$ cat src/rtl/seq_div_pkg.sv
// Shared constants and state encoding for the sequential restoring divider.
// Optional feature macro used by seq_div: DIV_FAST_EXIT_EN.
package seq_div_pkg;

  typedef enum logic [1:0] {
    DivFree   = 2'd0,
    DivByZero = 2'd1,
    DivOn     = 2'd2,
    DivEnd    = 2'd3
  } div_state_e;

  localparam logic        DivStart          = 1'b1;
  localparam logic        DivStop           = 1'b0;
  localparam logic        DivResultReady    = 1'b1;
  localparam logic        DivResultNotReady = 1'b0;
  localparam logic [31:0] ZeroWord          = 32'h0000_0000;

endpackage

$ cat src/rtl/seq_div_div_step.sv
// One combinational radix-2 restoring iteration: shift in the next dividend
// bit, subtract the divisor when it fits, and report the quotient bit.
module div_step #(
  parameter int WIDTH = 32
) (
  input  logic [WIDTH-1:0] rem_i,
  input  logic             dvd_bit_i,
  input  logic [WIDTH-1:0] dvs_i,
  output logic [WIDTH-1:0] rem_o,
  output logic             q_bit_o
);

  logic [WIDTH:0] partial;

  // Trial subtraction; rem_i < dvs_i always holds, so the difference fits WIDTH bits.
  always_comb begin
    partial = {rem_i, dvd_bit_i};
    q_bit_o = (partial >= {1'b0, dvs_i});
    rem_o   = q_bit_o ? (partial[WIDTH-1:0] - dvs_i) : partial[WIDTH-1:0];
  end

endmodule

$ cat src/rtl/seq_div.sv
// Multi-cycle radix-2 restoring divider for the EX stage (start/ready handshake).
// Returns {remainder, quotient}. Optional macro DIV_FAST_EXIT_EN skips the
// iterations when |dividend| < |divisor|.
module seq_div
  import seq_div_pkg::*;
#(
  parameter int WIDTH = 32
) (
  input  logic               clk,
  input  logic               rst,
  input  logic               signed_div_i,
  input  logic [WIDTH-1:0]   opdata1_i,
  input  logic [WIDTH-1:0]   opdata2_i,
  input  logic               start_i,
  input  logic               annul_i,
  output logic [2*WIDTH-1:0] result_o,
  output logic               ready_o
);

  localparam int CntW = $clog2(WIDTH) + 1;

  div_state_e           state_q, state_d;
  logic [CntW-1:0]      cnt_q, cnt_d;
  logic [WIDTH-1:0]     dvd_q, dvd_d;   // dividend magnitude, becomes quotient as it shifts
  logic [WIDTH-1:0]     dvs_q, dvs_d;   // divisor magnitude
  logic [WIDTH-1:0]     rem_q, rem_d;   // partial remainder
  logic                 negq_q, negq_d;
  logic                 negr_q, negr_d;
  logic [2*WIDTH-1:0]   result_q, result_d;
  logic                 ready_q, ready_d;
`ifdef DIV_FAST_EXIT_EN
  logic                 fast_q, fast_d;
`endif

  logic [WIDTH-1:0]     dvd_mag, dvs_mag;
  logic [WIDTH-1:0]     step_rem;
  logic                 step_q;
  logic [WIDTH-1:0]     quo_next;
  logic                 go;
  logic                 abort;

  function automatic logic [WIDTH-1:0] magnitude(input logic [WIDTH-1:0] v, input logic sgn);
    logic signed [WIDTH-1:0] s;
    s = signed'(v);
    return (sgn && s[WIDTH-1]) ? -s : s;
  endfunction

  function automatic logic [WIDTH-1:0] apply_sign(input logic [WIDTH-1:0] mag, input logic neg);
    logic signed [WIDTH-1:0] s;
    s = signed'(mag);
    return neg ? -s : s;
  endfunction

  div_step #(.WIDTH(WIDTH)) u_step (
    .rem_i     (rem_q),
    .dvd_bit_i (dvd_q[WIDTH-1]),
    .dvs_i     (dvs_q),
    .rem_o     (step_rem),
    .q_bit_o   (step_q)
  );

  // Operand magnitudes and handshake qualifiers derived from the live inputs.
  always_comb begin
    dvd_mag  = magnitude(opdata1_i, signed_div_i);
    dvs_mag  = magnitude(opdata2_i, signed_div_i);
    quo_next = {dvd_q[WIDTH-2:0], step_q};
    go       = (start_i == DivStart) && !annul_i;
    abort    = annul_i || (start_i == DivStop);
  end

  // Next-state logic of the divide FSM.
  always_comb begin
    state_d = state_q;
    case (state_q)
      DivFree: begin
        if (go) begin
          if (opdata2_i == '0) begin
            state_d = DivByZero;
`ifdef DIV_FAST_EXIT_EN
          end else if (dvd_mag < dvs_mag) begin
            state_d = DivByZero;
`endif
          end else begin
            state_d = DivOn;
          end
        end
      end
      DivByZero: state_d = abort ? DivFree : DivEnd;
      DivOn: begin
        if (abort)                         state_d = DivFree;
        else if (cnt_q == CntW'(WIDTH-1))  state_d = DivEnd;
      end
      DivEnd:  if (abort) state_d = DivFree;
      default: state_d = DivFree;
    endcase
  end

  // Datapath and registered-output next values for each state.
  always_comb begin
    cnt_d    = cnt_q;
    dvd_d    = dvd_q;
    dvs_d    = dvs_q;
    rem_d    = rem_q;
    negq_d   = negq_q;
    negr_d   = negr_q;
    result_d = result_q;
    ready_d  = ready_q;
`ifdef DIV_FAST_EXIT_EN
    fast_d   = fast_q;
`endif
    case (state_q)
      DivFree: begin
        result_d = '0;
        ready_d  = DivResultNotReady;
        if (go) begin
          cnt_d  = '0;
          dvd_d  = dvd_mag;
          dvs_d  = dvs_mag;
          rem_d  = '0;
          negq_d = signed_div_i && (opdata1_i[WIDTH-1] ^ opdata2_i[WIDTH-1]);
          negr_d = signed_div_i && opdata1_i[WIDTH-1];
`ifdef DIV_FAST_EXIT_EN
          // Fast exit keeps the dividend unchanged as the remainder.
          fast_d = (opdata2_i != '0) && (dvd_mag < dvs_mag);
          rem_d  = fast_d ? opdata1_i : '0;
`endif
        end
      end
      DivByZero: begin
        result_d = '0;
`ifdef DIV_FAST_EXIT_EN
        if (state_d == DivEnd && fast_q) result_d = {rem_q, {WIDTH{1'b0}}};
`endif
      end
      DivOn: begin
        rem_d = step_rem;
        dvd_d = quo_next;
        cnt_d = cnt_q + 1'b1;
        if (state_d == DivEnd)
          result_d = {apply_sign(step_rem, negr_q), apply_sign(quo_next, negq_q)};
        else if (state_d == DivFree)
          result_d = '0;
      end
      DivEnd: begin
        if (state_d == DivFree) begin
          result_d = '0;
          ready_d  = DivResultNotReady;
        end else begin
          ready_d  = DivResultReady;
        end
      end
      default: begin
        result_d = '0;
        ready_d  = DivResultNotReady;
      end
    endcase
  end

  // Control and output registers with synchronous reset.
  always_ff @(posedge clk) begin
    if (rst) begin
      state_q  <= DivFree;
      cnt_q    <= '0;
      result_q <= '0;
      ready_q  <= DivResultNotReady;
    end else begin
      state_q  <= state_d;
      cnt_q    <= cnt_d;
      result_q <= result_d;
      ready_q  <= ready_d;
    end
  end

  // Operand, remainder and sign registers; only meaningful after a start.
  always_ff @(posedge clk) begin
    dvd_q  <= dvd_d;
    dvs_q  <= dvs_d;
    rem_q  <= rem_d;
    negq_q <= negq_d;
    negr_q <= negr_d;
`ifdef DIV_FAST_EXIT_EN
    fast_q <= fast_d;
`endif
  end

  assign result_o = result_q;
  assign ready_o  = ready_q;

endmodule

$ cat config.mk
export PLATFORM = sky130hd
export DESIGN_NAME = seq_div
export DESIGN_NICKNAME = d
export VERILOG_FILES = /design/src/rtl/seq_div_pkg.sv /design/src/rtl/seq_div_div_step.sv /design/src/rtl/seq_div.sv
export SDC_FILE = /design/constraint.sdc
export NUM_CORES = 1
export LEC_CHECK = 0
export BUFFER_PORTS_ARGS = -buffer_cell sky130_fd_sc_hd__buf_2
export CAP_MARGIN = 20
export CORE_MARGIN = 3
export CORE_UTILIZATION = 40
export DETAILED_ROUTE_END_ITERATION = 8
export PLACE_DENSITY = 0.67
export REMOVE_ABC_BUFFERS = 1
export SLEW_MARGIN = 30
export SYNTH_ARGS = -nofsm -noshare
export SYNTH_HDL_FRONTEND = slang
export SYNTH_SLANG_ARGS = --single-unit
$ cat constraint.sdc
create_clock -name clk -period 5.5 [get_ports clk]
set_input_delay 0.55 -clock clk [delete_from_list [all_inputs] [get_ports clk]]
set_output_delay 0.55 -clock clk [all_outputs]
set_load 0.02 [all_outputs]
After elaboration in Yosys (flattened, before gate mapping) --
Cells that the tools add are included. W data, S select, Z words.
Storage, ports and cells: output and inout port bits 65, register bits after elaboration 171
Operators by class: reduce and logical (&&, ||, !) cells 14, $add $sub $neg 6, multiplexer cells 23, equality and inequality tests 6, bitwise gates (word level) 2, $lt $le $gt $ge 1
Operators with widths (count):
- $mux W32 | 7
- $pmux W64 S3 | 1
- $mux W64 | 2
- $neg A32 Y32 | 4
- $pmux W32 S2 | 2
- $ge A33 B32 Y1 | 1
- $logic_not A32 Y1 | 1
- $sub A32 B32 Y32 | 1
- $mux W2 | 6
- $pmux W6 S2 | 1
- $pmux W2 S4 | 1
- $add A6 B1 Y6 const B | 1
- $eq A2 B2 Y1 const B | 3
- $eq A6 B5 Y1 const B | 1
- $mux W6 | 1
- $logic_and A1 B1 Y1 | 4
- $logic_not A2 Y1 | 2
- $reduce_and A2 Y1 | 2
- $reduce_bool A2 Y1 | 2
- $eq A2 B1 Y1 const B | 1
- $ne A2 B2 Y1 const B | 1
- $pmux W1 S2 | 1
- $reduce_or A2 Y1 | 1
- $logic_not A1 Y1 | 1
- other kinds (4) | 4

Longest topological paths before layout --
depth in word-level cells 8, gate-level depth with buffers 24

Cells and area by module --
From an unflattened synthesis, not the netlist that was laid out.
Second synthesis, totals: cells, all modules 1130, area total of the unflattened synthesis 11041.8 um^2
Modules (own cells, without submodules):
- seq_div | instances 1, cells each 807, area each 8710.9 um^2
- div_step | instances 1, cells each 323, area each 2331.0 um^2

Worst setup path after synthesis --
Ideal clock, no wire load.
path kind reg-to-reg, from register rem_q[9], to register result_q[62] (netlist: result_o[62]), required time 5.383 ns, period minus slack after synthesis 5.285 ns, arrival 5.168 ns, path slack 0.215 ns, library setup time 0.117 ns, cell stages (with the launch flop) 22, cell sequence edfxtp_1 ha_1 clkbuf_1 nand4_1 a2111oi_1 o211ai_1 nand2_1 clkbuf_1 buf_1 clkbuf_1 clkbuf_1 a21oi_1 inv_1 ha_1 nand3_1 nor3_1 a41oi_1 and2_1 or3_1 o41ai_1 xnor2_1 a22o_1
On the way: cells in the longest elaborated chain, start to end 6
Ends and longest elaborated chain:
- start, declared | line seq_div.sv:26 | logic [WIDTH-1:0] rem_q, rem_d;
- start signal, assigned | line seq_div.sv:178 | rem_q <= rem_d;
- $sub A32 B32 Y32 / $ge A33 B32 Y1 (equally long branches) | line seq_div_div_step.sv:19, seq_div_div_step.sv:18
- $mux W32 (*) | line seq_div_div_step.sv:19 | rem_o = q_bit_o ? (partial[WIDTH-1:0] - dvs_i) : partial[WIDTH-1:0];
- $neg A32 Y32 | line seq_div.sv:51 | return neg ? -s : s;
- $mux W32 (*) | line seq_div.sv:51
- $mux W64 (*) | line seq_div.sv:139 | if (state_d == DivEnd)
- $pmux W64 S3 (*) | line seq_div.sv:111 | case (state_q)
- end signal, assigned | line seq_div.sv:169 | result_q <= result_d;
- end, declared | line seq_div.sv:29 | logic [2*WIDTH-1:0] result_q, result_d;
Mark *: on every way between the ends. The rest lies on a longest branch, timed or not. A chain may end at the register's enable or synchronous reset.

Final worst setup path --
from register rem_q[18], to register result_q[63] (netlist: result_o[63])
Same word-level chain as after synthesis.

==> run metrics <==
global-route wire length before repair=50.0 mm; status=finished, final reports clean; Hold-fix buffers, CTS=0; Starting Density=41.3%; CP top delay family=simple AND/OR/NAND/NOR gates; setup TNS=0 ps; number of buffers created by CTS=17; Synth Warn #=0; Post-Route WL=31.6 mm; Routed Antenna Nets=0; CTS tree=built; post-CTS sizing=0; port bufs=133; type of origin of the critical path=flip-flop; worst clock skew=14.1 ps; register area share after synthesis=38.9%; element type at the critical path end=flip-flop; Buffers & Inverters on Critical Path=1; Max stage delay on crit path=720 ps; wire per inst=17.7 µm; fraction of registers with async set or reset after synthesis=0%; Die X=174 µm; Tot GR Track Use=20.3%; IO Pins=134; DRT Pass-1 Iters=5; Critical Path End=result_o[63]; vias per inst=5.63; # nets final=1,508; Hold Crit Class=input pin to flip-flop; die height=174 µm; Worst-path clk slew=80 ps; Inst Count DP=1,749; max_slew headroom=33.1%; required time worst endpoint=5870 ps; vias post-DR=10,000; Placement Rows=60; arrival time worst endpoint=5460 ps; maximum vdd ir drop=0.228 mV; r2r worst-path depth=13; flops & latches, synth=171; Synth Cell Area=11,300 µm²; Pwr per Cell Area=267 nW/µm²; pin count of the biggest net entering global routing=76; RD Place Congestion=0.941; leakage power=0.00498 µW; unique cell type count in the Yosys netlist=71; core area=27,400 µm²; max-cap viol count=0; worst skew pair latency=440 ps; Setup violations, final=0; reg2reg start=rem_q[18]; Longest Clk Path Bufs=2; HP Start=opdata2_i[0]; Fin. Hold Viols=0; initial antenna violation count=2; die area=30,300 µm²; Post-CTS Setup Inserts=0; root buffer cell=clkbuf_16; layout cells sized above 1=14.5%; Slew Viols, Final=0; grt total ovfl=0; Mapped Cells=1,293; Tmin final=5090 ps; Worst Tran Pin Value=999 ps; period utilization=92.6%; Area Overhead vs Synth=14.4%; vias in the first global route=9,602; RSZ-0062 raised after global routing=false; fmax=196 MHz; HPWL Detailed=23.9 mm; Synth Flop Type=edfxtp_1; capture point of the worst reg-to-reg path=result_o[63]; cell count along the critical path=13; Final Power=3460 µW; EDFF count, synth=98; CP max stage cell=nor4_1; Non-Filler Instances=1,784; critical path class=flip-flop to flip-flop; CP Launch Point=rem_q[18]; DRT iter0 DRCs=817; drt drc=0; Syn Area/Cell=8.75 µm²; H-tree levels=4; clock sinks=171; reg2reg setup slack=410 ps; Critical Path Fanout Max=9; Cell Chain, Critical Path=ha_1 > nand4_1 > nor4_1 > a22oi_1 > and3_1 > nand2_2 > inv_2 > o41ai_1 > o21ai_1 > or3b_1 > or3_1 > or2_2 > o211ai_2
==> power by group <==
| part | leakage, µW | switching, µW | internal, µW | total, µW |
|---|---|---|---|---|
| clock | 0.000286 | 604 | 614 | 1220 |
| combinational | 0.00318 | 493 | 286 | 779 |
| sequential | 0.00152 | 40.6 | 1420 | 1460 |
| total | 0.00498 | 1140 | 2320 | 3460 |
==> cells in the mapped netlist, types with 3 or more instances <==
cell	instances	area share [%]
nor2_1	136	4.5
nand2_1	123	4.1
o21ai_0	104	4.6
xnor2_1	99	7.7
edfxtp_1	98	26
dfxtp_1	73	13
a21oi_1	65	2.9
inv_1	60	2.0
clkbuf_1	51	1.7
xor2_1	45	3.5
a22oi_1	44	2.9
ha_1	41	4.5
nor3_1	29	1.3
o31ai_1	29	1.9
a22o_1	22	1.7
mux2i_1	22	1.9
or3_1	22	1.2
nand4_1	19	1.1
and2_1	18	1.0
nand3_1	17	0.75
nor4_1	15	0.83
o41ai_1	11	0.85
or4_1	11	0.73
nand2b_1	10	0.55
a31oi_1	9	0.50
buf_2	9	0.40
o211ai_1	9	0.60
or2_2	9	0.50
and3_1	8	0.44
a21o_1	7	0.46
a211oi_1	6	0.40
nand3b_1	5	0.33
o21a_1	5	0.33
buf_1	4	0.13
nor2b_1	4	0.22
o21ai_1	4	0.18
a221oi_1	3	0.23
nand4b_1	3	0.23
nor3b_1	3	0.20
o21bai_1	3	0.20
==> cells in the final DEF, fill, tap and decap left out, types with 8 or more instances in the layout <==
cell       synthesis  layout
a21oi_1           65      65
a22o_1            22      22
a22oi_1           44      44
a31oi_1            9       9
and2_1            18      18
and3_1             8       8
buf_2              9     132
buf_4              1      17
clkbuf_16          0      17
dfxtp_1           73      73
edfxtp_1          98      98
ha_1              41      40
inv_1             60      59
mux2i_1           22      22
nand2_1          123     122
nand2b_1          10      10
nand3_1           17      17
nand4_1           19      19
nor2_1           136     136
nor3_1            29      29
nor4_1            15      15
o211ai_1           9       9
o21ai_0          104     104
o31ai_1           29      29
o41ai_1           11      11
or2_2              9       9
or3_1             22      22
or4_1             11      11
xnor2_1           99      99
xor2_1            45      45
==> final cells by class <==
cell class              instances  area (µm²)
fillers                      2649       14500
multi-input cells             996        6440
flip-flops and latches        171        4400
repair buffers                150         803
well taps                     372         465
clock buffers                  17         425
inverters                      61         229
clock inverters                15         168
diodes                          2        5.00
==> per-layer routing <==
metal,wire length [µm],GRT usage (%),vias to the layer above
met5,0,0,-
met4,940,7.98,0
met3,2030,3.58,56
met2,14400,32.1,359
met1,14200,27.6,4720
li1,-,-,4904
==> worst reg2reg max path: stages, from the launching register on <==
cell      delay, ps
edfxtp_1        430
ha_1            460
nand4_1         250
nor4_1          720
a22oi_1         190
and3_1          310
nand2_2         180
inv_2           100
o41ai_1         720
o21ai_1         290
or3b_1          520
or3_1           390
or2_2           320
o211ai_2        150
==> worst min-delay path by stage <==
stage / to / slack (ps) / cells past startpoint
2_1_floorplan: cnt_q[1] / 440 / 2
3_3_place_gp: result_o[61] / 460 / 1
3_5_place_dp: result_o[63] / 450 / 2
4_1_cts: dvs_q[0] / 300 / 1
5_1_grt: dvs_q[0] / 310 / 1
6_report: dvs_q[0] / 310 / 1
==> registers in the layout, indices dropped and copies added (netlist names) <==
| name | flops |
|---|---|
| state_q | 2 |
| dvs_q | 32 |
| result_o | 64 |
| dvd_q | 32 |
| negq_q | 1 |
| cnt_q | 6 |
| rem_q | 32 |
| ready_o | 1 |
| negr_q | 1 |
==> cells by family after synthesis <==
| group | synth area share (%) |
|---|---|
| AOI/OAI and AO/OA | 20.1 |
| xor gates and xnor gates | 11.1 |
| adders and majority gates | 4.71 |
| buffers and inverters | 4.31 |
| DFF | 38.9 |
| muxes | 2.15 |
| and+or+nand+nor | 18.6 |
==> metrics by stage <==
stage	setup WS (ps)	util, %	hold slack (ps)	cell area [µm²]
2_1_floorplan	-36.8	-	443	11100
3_3_place_gp	742	45.0	460	12300
3_5_place_dp	692	45.0	453	12300
4_1_cts	656	47.1	301	12900
5_1_grt	315	47.2	305	12900
6_report	410	47.2	309	12900
Note: power is estimated with default switching activity, not from simulation.
